<file path="config.mk">
export PLATFORM = sky130hd
export DESIGN_NAME = rx_header_extractor
export DESIGN_NICKNAME = d
export VERILOG_FILES = /design/src/rtl/rdma_hdr_pkg.sv /design/src/rtl/axis_keep_count.sv /design/src/rtl/rx_header_extractor.sv
export SDC_FILE = /design/constraint.sdc
export NUM_CORES = 1
export LEC_CHECK = 0
export BUFFER_PORTS_ARGS = -buffer_cell sky130_fd_sc_hd__buf_2
export CORE_MARGIN = 4
export CORE_UTILIZATION = 29
export CTS_BUF_LIST = sky130_fd_sc_hd__clkbuf_8
export CTS_CLUSTER_DIAMETER = 60
export DETAILED_ROUTE_END_ITERATION = 8
export GPL_ROUTABILITY_DRIVEN = 0
export PLACE_DENSITY = 0.55
export SLEW_MARGIN = 20
export SYNTH_ARGS = -nofsm -noshare
export SYNTH_HDL_FRONTEND = slang
export SYNTH_SLANG_ARGS = --single-unit
</file>
<file path="constraint.sdc">
create_clock -name aclk -period 6.9 [get_ports aclk]
set_input_delay 0 -clock aclk [delete_from_list [all_inputs] [get_ports aclk]]
set_output_delay 0 -clock aclk [all_outputs]
set_load 0.01 [all_outputs]
</file>
<file path="src/rtl/rdma_hdr_pkg.sv">
// ============================================================================
// rdma_hdr_pkg: RDMA header layout, marker and FSM encoding shared by tx/rx. Rev 1.0
// ============================================================================
`default_nettype none

package rdma_hdr_pkg;

  localparam int HEADER_BEATS = 7;

  localparam logic [2:0] HDR_BEAT_OPCODE_PSN  = 3'd0;
  localparam logic [2:0] HDR_BEAT_DEST_QP     = 3'd1;
  localparam logic [2:0] HDR_BEAT_REMOTE_ADDR = 3'd2;
  localparam logic [2:0] HDR_BEAT_FRAG_OFF    = 3'd3;
  localparam logic [2:0] HDR_BEAT_LENGTH      = 3'd4;
  localparam logic [2:0] HDR_BEAT_PKEY        = 3'd5;
  localparam logic [2:0] HDR_BEAT_SL          = 3'd6;

  localparam logic [23:0] HDR_MARKER = 24'hABABAB;

  localparam int OPCODE_W = 8;
  localparam int PSN_W    = 24;
  localparam int QP_W     = 24;
  localparam int ADDR_W   = 32;
  localparam int LEN_W    = 32;
  localparam int FRAG_W   = 16;
  localparam int PKEY_W   = 16;
  localparam int SL_W     = 8;

  typedef enum logic [1:0] {
    S_HDR  = 2'd0,
    S_META = 2'd1,
    S_DATA = 2'd2,
    S_DROP = 2'd3
  } rdma_state_t;

endpackage

`default_nettype wire

</file>
<file path="src/rtl/axis_keep_count.sv">
// ============================================================================
// axis_keep_count: number of valid bytes in a 4-bit tkeep. Rev 1.0
// ============================================================================
`default_nettype none

module axis_keep_count (
  input  logic [3:0] keep,
  output logic [2:0] count
);

  always_comb begin
    count = 3'(keep[0]) + 3'(keep[1]) + 3'(keep[2]) + 3'(keep[3]);
  end

endmodule

`default_nettype wire

</file>
<file path="src/rtl/rx_header_extractor.sv">
// ============================================================================
// rx_header_extractor: strips the RDMA header, decodes it, forwards payload. Rev 1.0
// ============================================================================
`default_nettype none

module rx_header_extractor #(
  parameter int C_AXIS_TDATA_WIDTH = 32,
  parameter int C_AXIS_TKEEP_WIDTH = 4,
  parameter int HEADER_BEATS       = 7,
  parameter bit CHECK_MARKER       = 1'b1
) (
  input  logic                          aclk,
  input  logic                          areset,
  input  logic [C_AXIS_TDATA_WIDTH-1:0] s_axis_tdata,
  input  logic [C_AXIS_TKEEP_WIDTH-1:0] s_axis_tkeep,
  input  logic                          s_axis_tvalid,
  input  logic                          s_axis_tlast,
  output logic                          s_axis_tready,
  output logic [C_AXIS_TDATA_WIDTH-1:0] m_axis_tdata,
  output logic [C_AXIS_TKEEP_WIDTH-1:0] m_axis_tkeep,
  output logic                          m_axis_tvalid,
  output logic                          m_axis_tlast,
  input  logic                          m_axis_tready,
  output logic                          hdr_valid,
  input  logic                          hdr_ready,
  output logic [7:0]                    hdr_opcode,
  output logic [23:0]                   hdr_psn,
  output logic [23:0]                   hdr_dest_qp,
  output logic [31:0]                   hdr_remote_addr,
  output logic [31:0]                   hdr_length,
  output logic [15:0]                   hdr_fragment_offset,
  output logic [15:0]                   hdr_partition_key,
  output logic [7:0]                    hdr_service_level,
  output logic                          rx_busy,
  output logic                          rx_done,
  output logic                          hdr_error,
  output logic                          length_error
);

  import rdma_hdr_pkg::*;

  rdma_state_t state_q, state_d;
  logic [2:0]  beat_cnt;
  logic [31:0] byte_cnt;
  logic [31:0] byte_total;
  logic [2:0]  keep_cnt;
  logic        last_hdr_beat;
  logic        marker_bad;

  axis_keep_count u_keep_count (
    .keep  (s_axis_tkeep),
    .count (keep_cnt)
  );

  assign last_hdr_beat = (beat_cnt == 3'(HEADER_BEATS - 1));
  assign marker_bad    = CHECK_MARKER && (s_axis_tdata[31:8] != HDR_MARKER);
  assign byte_total    = byte_cnt + {29'd0, keep_cnt};

  assign m_axis_tdata = s_axis_tdata;
  assign m_axis_tkeep = s_axis_tkeep;
  assign m_axis_tlast = s_axis_tlast;
  assign rx_busy      = !((state_q == S_HDR) && (beat_cnt == 3'd0));

  always_comb begin
    state_d       = state_q;
    s_axis_tready = 1'b0;
    m_axis_tvalid = 1'b0;
    hdr_valid     = 1'b0;
    case (state_q)
      S_HDR: begin
        s_axis_tready = 1'b1;
        if (s_axis_tvalid && !s_axis_tlast && last_hdr_beat)
          state_d = marker_bad ? S_DROP : S_META;
      end
      S_META: begin
        hdr_valid = 1'b1;
        if (hdr_ready) state_d = S_DATA;
      end
      S_DATA: begin
        s_axis_tready = m_axis_tready;
        m_axis_tvalid = s_axis_tvalid;
        if (s_axis_tvalid && m_axis_tready && s_axis_tlast) state_d = S_HDR;
      end
      S_DROP: begin
        s_axis_tready = 1'b1;
        if (s_axis_tvalid && s_axis_tlast) state_d = S_HDR;
      end
      default: state_d = S_HDR;
    endcase
    // The state register may still hold S_DATA/S_META until the reset edge.
    if (areset) begin
      s_axis_tready = 1'b0;
      m_axis_tvalid = 1'b0;
      hdr_valid     = 1'b0;
    end
  end

  always_ff @(posedge aclk) begin
    if (areset) begin
      state_q             <= S_HDR;
      beat_cnt            <= 3'd0;
      byte_cnt            <= 32'd0;
      hdr_opcode          <= '0;
      hdr_psn             <= '0;
      hdr_dest_qp         <= '0;
      hdr_remote_addr     <= '0;
      hdr_length          <= '0;
      hdr_fragment_offset <= '0;
      hdr_partition_key   <= '0;
      hdr_service_level   <= '0;
      rx_done             <= 1'b0;
      hdr_error           <= 1'b0;
      length_error        <= 1'b0;
    end else begin
      state_q      <= state_d;
      rx_done      <= 1'b0;
      hdr_error    <= 1'b0;
      length_error <= 1'b0;
      case (state_q)
        S_HDR: begin
          if (s_axis_tvalid) begin
            case (beat_cnt)
              HDR_BEAT_OPCODE_PSN: begin
                hdr_opcode <= s_axis_tdata[7:0];
                hdr_psn    <= s_axis_tdata[31:8];
              end
              HDR_BEAT_DEST_QP:     hdr_dest_qp         <= s_axis_tdata[23:0];
              HDR_BEAT_REMOTE_ADDR: hdr_remote_addr     <= s_axis_tdata;
              HDR_BEAT_FRAG_OFF:    hdr_fragment_offset <= s_axis_tdata[15:0];
              HDR_BEAT_LENGTH:      hdr_length          <= s_axis_tdata;
              HDR_BEAT_PKEY:        hdr_partition_key   <= s_axis_tdata[15:0];
              HDR_BEAT_SL:          hdr_service_level   <= s_axis_tdata[7:0];
              default: ;
            endcase
            if (s_axis_tlast) begin
              hdr_error <= 1'b1;
              beat_cnt  <= 3'd0;
            end else if (last_hdr_beat) begin
              beat_cnt <= 3'd0;
              if (marker_bad) hdr_error <= 1'b1;
            end else begin
              beat_cnt <= beat_cnt + 3'd1;
            end
          end
        end
        S_META: begin
          if (hdr_ready) byte_cnt <= 32'd0;
        end
        S_DATA: begin
          if (s_axis_tvalid && m_axis_tready) begin
            byte_cnt <= byte_total;
            if (s_axis_tlast) begin
              if (byte_total == hdr_length) rx_done <= 1'b1;
              else                          length_error <= 1'b1;
            end
          end
        end
        default: ;
      endcase
    end
  end

endmodule

`default_nettype wire

</file>
==> After elaboration in Yosys (flattened, before gate mapping) <==
Cells that the tools add are included.
{ "totals": {"reg_bits": 200, "input_bits": 42, "out_inout_bits": 204, "wordCells": 86} }
{ "classes": {"addsub": 5, "n_eq_ne": 16, "n_mux": 22, "bitwise": 5, "reduce_logical": 24} }
{ "op_table": {"columns": ["op", "count"], "rows": [
  ["32-bit 2-to-1 mux", 2],
  ["32-bit case mux with 2 select lines", 1],
  ["32-bit by 3-bit adder with 32-bit output", 1],
  ["32-bit equality test", 1],
  ["24-bit inequality test (second input constant)", 1],
  ["3-bit AND reduction", 8],
  ["1-bit 2-to-1 mux", 10],
  ["2-bit 2-to-1 mux", 5],
  ["3-bit equality test (second input constant)", 3],
  ["2-bit inequality test (second input constant)", 4],
  ["2-bit case mux with 4 select lines", 1],
  ["3-bit by 1-bit adder with 3-bit output", 2],
  ["3-bit by 2-bit equality test with 1-bit output (second input constant)", 2],
  ["1-bit logical AND", 6],
  ["3-bit 2-to-1 mux", 2],
  ["1-bit inverter", 5],
  ["2-bit equality test (second input constant)", 2],
  ["4-bit AND reduction", 1],
  ["4-bit OR reduction", 1],
  ["3-bit by 1-bit adder with 3-bit output (second input constant)", 1],
  ["3-bit by 1-bit equality test with 1-bit output (second input constant)", 1],
  ["3-bit zero test", 1],
  ["3-bit OR reduction", 1],
  ["1-bit by 1-bit adder with 2-bit output", 1],
  ["other kinds (8)", 9]
]} }

==> Logic depth before layout (Yosys ltp) <==
{ "logic_depth": {"ltp_word": 6, "depth_mapped": 14, "mapped_depth_nobuf": 13} }

==> Cells and area by module <==
From an unflattened synthesis, not the netlist that was laid out.
{ "unflattened": {"cells_unflattened": 1209, "hier_area_um2": 9123.8} }
{ "by_module_without_submodules": {"columns": ["module", "n_inst", "cells_per_inst", "area_each_um2", "seq_area_each_um2"], "rows": [
  ["rx_header_extractor", 1, 1201, 9059.9, 4003.8],
  ["axis_keep_count", 1, 8, 63.8, 0.0]
]} }

==> Least setup slack after synthesis <==
Ideal clock, no wire load.
{ "synth_path": {"kind": "input to register", "start": "input port s_axis_tkeep[0]", "end": "register length_error", "setup_ns": 0.120, "arrival_ns": 3.344, "required_ns": 6.780, "setup_slack_ns": 3.436, "cell_stages": 14, "n_path_buf": 1, "path_cell_list": "ha_1 inv_1 fa_1 inv_1 ha_1 fa_1 a21oi_1 nor4_1 clkbuf_1 a31o_2 a2bb2oi_1 o211ai_1 or4_4 o31a_1"} }
{ "synth_between": {"elab_chain_cells": 6} }
{ "synth_lines": {"columns": ["element", "line", "rtl"], "rows": [
  ["start: declaration", "rx_header_extractor.sv:15", "input logic [C_AXIS_TKEEP_WIDTH-1:0] s_axis_tkeep,"],
  ["1-bit by 1-bit adder with 2-bit output", "axis_keep_count.sv:12", "count = 3'(keep[0]) + 3'(keep[1]) + 3'(keep[2]) + 3'(keep[3]);"],
  ["3-bit by 1-bit adder with 3-bit output (2 in a row)", "axis_keep_count.sv:12", null],
  ["32-bit by 3-bit adder with 32-bit output", "rx_header_extractor.sv:57", "assign byte_total = byte_cnt + {29'd0, keep_cnt};"],
  ["32-bit equality test", "rx_header_extractor.sv:153", "if (byte_total == hdr_length) rx_done <= 1'b1;"],
  ["1-bit 2-to-1 mux", "rx_header_extractor.sv:153", null],
  ["end signal: assignment", "rx_header_extractor.sv:113", "length_error <= 1'b0;"],
  ["end signal: assignment", "rx_header_extractor.sv:118", "length_error <= 1'b0;"],
  ["end signal: assignment", "rx_header_extractor.sv:154", "else length_error <= 1'b1;"],
  ["end: declaration", "rx_header_extractor.sv:37", "output logic length_error"]
]} }
Every way passes these cells.
A chain may end at the register's enable or synchronous reset.

==> Final worst setup path <==
{ "layout_path": {"start": "register state_q[0]", "end": "register byte_cnt[20]"} }
{ "layout_between": {"elab_chain_cells": 3, "elab_cells_between_ends": 7, "classes_between": "eq/ne (4); mux (1); reduce/logical (2)"} }
{ "layout_lines": {"columns": ["element", "line", "rtl"], "rows": [
  ["start: declaration", "rx_header_extractor.sv:42", "rdma_state_t state_q, state_d;"],
  ["start signal: assignment", "rx_header_extractor.sv:115", "state_q <= state_d;"],
  ["2-bit equality test / 2-bit by 1-bit equality test with 1-bit output (equally long branches)", "rx_header_extractor.sv:119", "case (state_q)"],
  ["2-bit inequality test (no line) / 2-bit nonzero test (equally long branches)", null, null],
  ["3-bit AND reduction (no line)", null, null],
  ["end signal: assignment", "rx_header_extractor.sv:151", "byte_cnt <= byte_total;"],
  ["end: declaration", "rx_header_extractor.sv:44", "logic [31:0] byte_cnt;"]
]} }
Parallel ways exist; a longest one is shown, timed or not.

==> impl_metrics.json <==
{
  "crit_path_max_fanout": 28,
  "irDropWorstVdd_v": 0.000114,
  "clock_latency_ns": 0.49,
  "coreArea_um2": 30700,
  "yosysUniqueCellTypes": 61,
  "wl_um": 33700,
  "yosysMostFrequentCell": "nand2_1",
  "antenna_found_initial": 0,
  "die_w_um": 185,
  "nets": 1448,
  "tns_ns": 0,
  "fin_crit_ns": 3.83,
  "die_y_um": 185,
  "powerDensity_nw_per_um2": 197,
  "leakage_nw": 4.46,
  "worst_ep_required_time_ns": 7.30,
  "htree_levels": 4,
  "grt_pass1_wl_um": 50600,
  "dieArea_um2": 34300,
  "slew_viol_final": 0,
  "postCtsSetupBuffers": 0,
  "post-synth-top-area-cell": "dfxtp_1",
  "track_usage_pct": 19.1,
  "synth_edf_count": 0,
  "worst_setup_path_start_kind": "flop",
  "drive_gt1_share_pct": 21.5,
  "crit_type": "flop to flop",
  "power_mw": 2.19,
  "antenna-diode-count": 0,
  "syn_nets": 1255,
  "fp-row-count": 64,
  "viasPerCell": 4.96,
  "hold_buffers": 33,
  "syn_area_um2": 9100,
  "finalSetupViolations": 0,
  "via_count": 8944,
  "port_buffers": 245,
  "worst-path-buf-inv": 2,
  "netlist_top_cells_count": "nand2_1, dfxtp_1, a21oi_1, clkbuf_1, nor2_1",
  "ys_seq_area_share_pct": 44.0,
  "rsz0062_at_grt": "false",
  "cts_buffers": 17,
  "yosys_warnings": 0,
  "cts_resized": 0,
  "seqCellArea_um2": 4000,
  "cts.path.max_buffers": 2,
  "drt_iter0_markers": 582,
  "fill_cells": 3324,
  "post_drt_wl_per_cell_um": 18.7,
  "cp_slowest_stage_delay_ns": 0.72,
  "synth_top_area_share_pct": 44.0,
  "clock_sinks": 200,
  "start_util_pct": 29.6,
  "critPathTopFamily": "simple AND/OR/NAND/NOR gates",
  "max_cap_viol_count": 0,
  "yosys_most_used_dff": "dfxtp_1",
  "fmax_mhz": 261,
  "grt_max_degree": 133,
  "grt_pass1_vias": 8505,
  "cts_tree": "built",
  "clk_pin_slew_ns": 0.10,
  "grt_overflow_total": 0,
  "area_growth_pct": 21.9,
  "drtPass1Iterations": 5,
  "slowest_stage": "nand2_1",
  "hold_violations": 0,
  "async_reset_ff_share_pct": 0,
  "drtAntennaViolNets": 0,
  "end_kind": "flop",
  "netlist_instances": 1201,
  "fin_crit_sh_pct": 55.4,
  "clock-skew-final_ns": 0.0303,
  "place_hpwl_um": 23300,
  "synth_area_leaders": "dfxtp_1, nand2_1, a21oi_1",
  "crit_chain": "inv_1 > ha_1 > inv_1 > nand2_1 > a21oi_4 > nand2_1 > or3_1 > a21oi_1",
  "num_io_pins": 246,
  "multi_input_area_um2": 4490,
  "hold_class": "primary input to flop",
  "arrival_ns": 4.22,
  "avgSynthCellArea_um2": 7.58,
  "status": "completed",
  "worst_pin_slew_ns": 1.07,
  "ys_seq_elements": 200,
  "slew_headroom_pct": 28.4,
  "root_buffer": "clkbuf_8",
  "drc": 0
}
registers in the layout, indices dropped and copies added (netlist names), 2 cells and up:
name and flops:
hdr_psn 24, hdr_service_level 8, beat_cnt 3, hdr_remote_addr 32
state_q 2, hdr_opcode 8, hdr_dest_qp 24, byte_cnt 32
hdr_partition_key 16, hdr_length 32, hdr_fragment_offset 16
power by group:
group / internal (mW) / switching [mW] / total [mW]
Sequential: 1.18 / 0.0115 / 1.19
Combinational: 0.0738 / 0.149 / 0.222
Clock: 0.284 / 0.493 / 0.778
layout by cell type (no fill, tap or decap), drive strengths merged, types with 3 or more instances in the layout:
cell           n
a2111oi        3
a211oi         5
a21o           6
a21oi        191
a22oi          5
a2bb2oi        3
and2           5
and3           5
and4           3
buf          255
clkbuf        18
clkinv         7
dfxtp        200
dlygate4sd3   33
ha            10
inv           24
mux2i         12
nand2        361
nand2b         4
nand3         32
nand4         15
nand4b         5
nor2          67
nor2b          3
nor3          25
nor4          10
nor4b          4
o21ai         19
or4            3
xnor2         23
xor2          18
stage by stage:
| stage | area, µm² | hold WS (ns) | utilization [%] | cells | setup slack, ns |
|---|---|---|---|---|---|
| final | 11100 | 0.0299 | 36.1 | 1803 | 3.07 |
| after global routing | 11100 | 0.0222 | 36.1 | 1803 | 2.78 |
| after CTS | 11100 | 0.00945 | 36.0 | 1803 | 2.67 |
| after detailed placement | 10300 | 0.203 | 33.6 | 1738 | 2.70 |
| after global placement | 10300 | 0.203 | 33.6 | 1738 | 2.80 |
| after floorplan | 9100 | 0.0516 | - | 1201 | 3.44 |
path summary, 6_finish.rpt:
kind | cells after the start | to | slack, ns | from
setup / recovery | 8 | byte_cnt[20] | 3.07 | state_q[0]
hold reg to reg | 2 | hdr_dest_qp[15] | 0.46 | hdr_dest_qp[15]
hold / removal | 3 | length_error | 0.03 | m_axis_tready
setup reg to reg | 8 | byte_cnt[20] | 3.07 | state_q[0]
final cells by class:
type | count | share of cell area (%)
Tap cell | 396 | 4.47
Clock inverter | 14 | 1.42
Sequential cell | 200 | 36.1
Timing Repair Buffer | 288 | 14.8
Multi-Input combinational cell | 870 | 40.4
Clock buffer | 18 | 2.23
Inverter | 17 | 0.575
routing by layer:
metal | part of all wire (%) | wire, µm | vias up | global-route usage, %
li1 | - | - | 4373 | -
met1 | 44 | 14700 | 4224 | 25.1
met2 | 47 | 15900 | 315 | 31.0
met3 | 7.6 | 2560 | 32 | 5.44
met4 | 1.6 | 542 | 0 | 4.70
met5 | 0 | 0 | - | 0
worst reg2reg max path: cells and delay by family (launching register included):
kind / cells / cell delay [ns]
and+or+nand+nor: 3 / 1.50
AOI/OAI and AO/OA: 2 / 0.72
buffers and inverters: 2 / 0.59
adders and majority gates: 1 / 0.56
DFF: 1 / 0.39
logic make-up after synthesis:
family | count (synthesis) | synth area share [%]
xor gates and xnor gates | 41 | 3.95
buffers and inverters | 131 | 7.02
and+or+nand+nor | 552 | 26.5
muxes | 13 | 1.44
adders and majority gates | 12 | 1.81
DFF | 200 | 44.0
AOI/OAI and AO/OA | 252 | 15.3
Power figures use the tool's default switching activity.
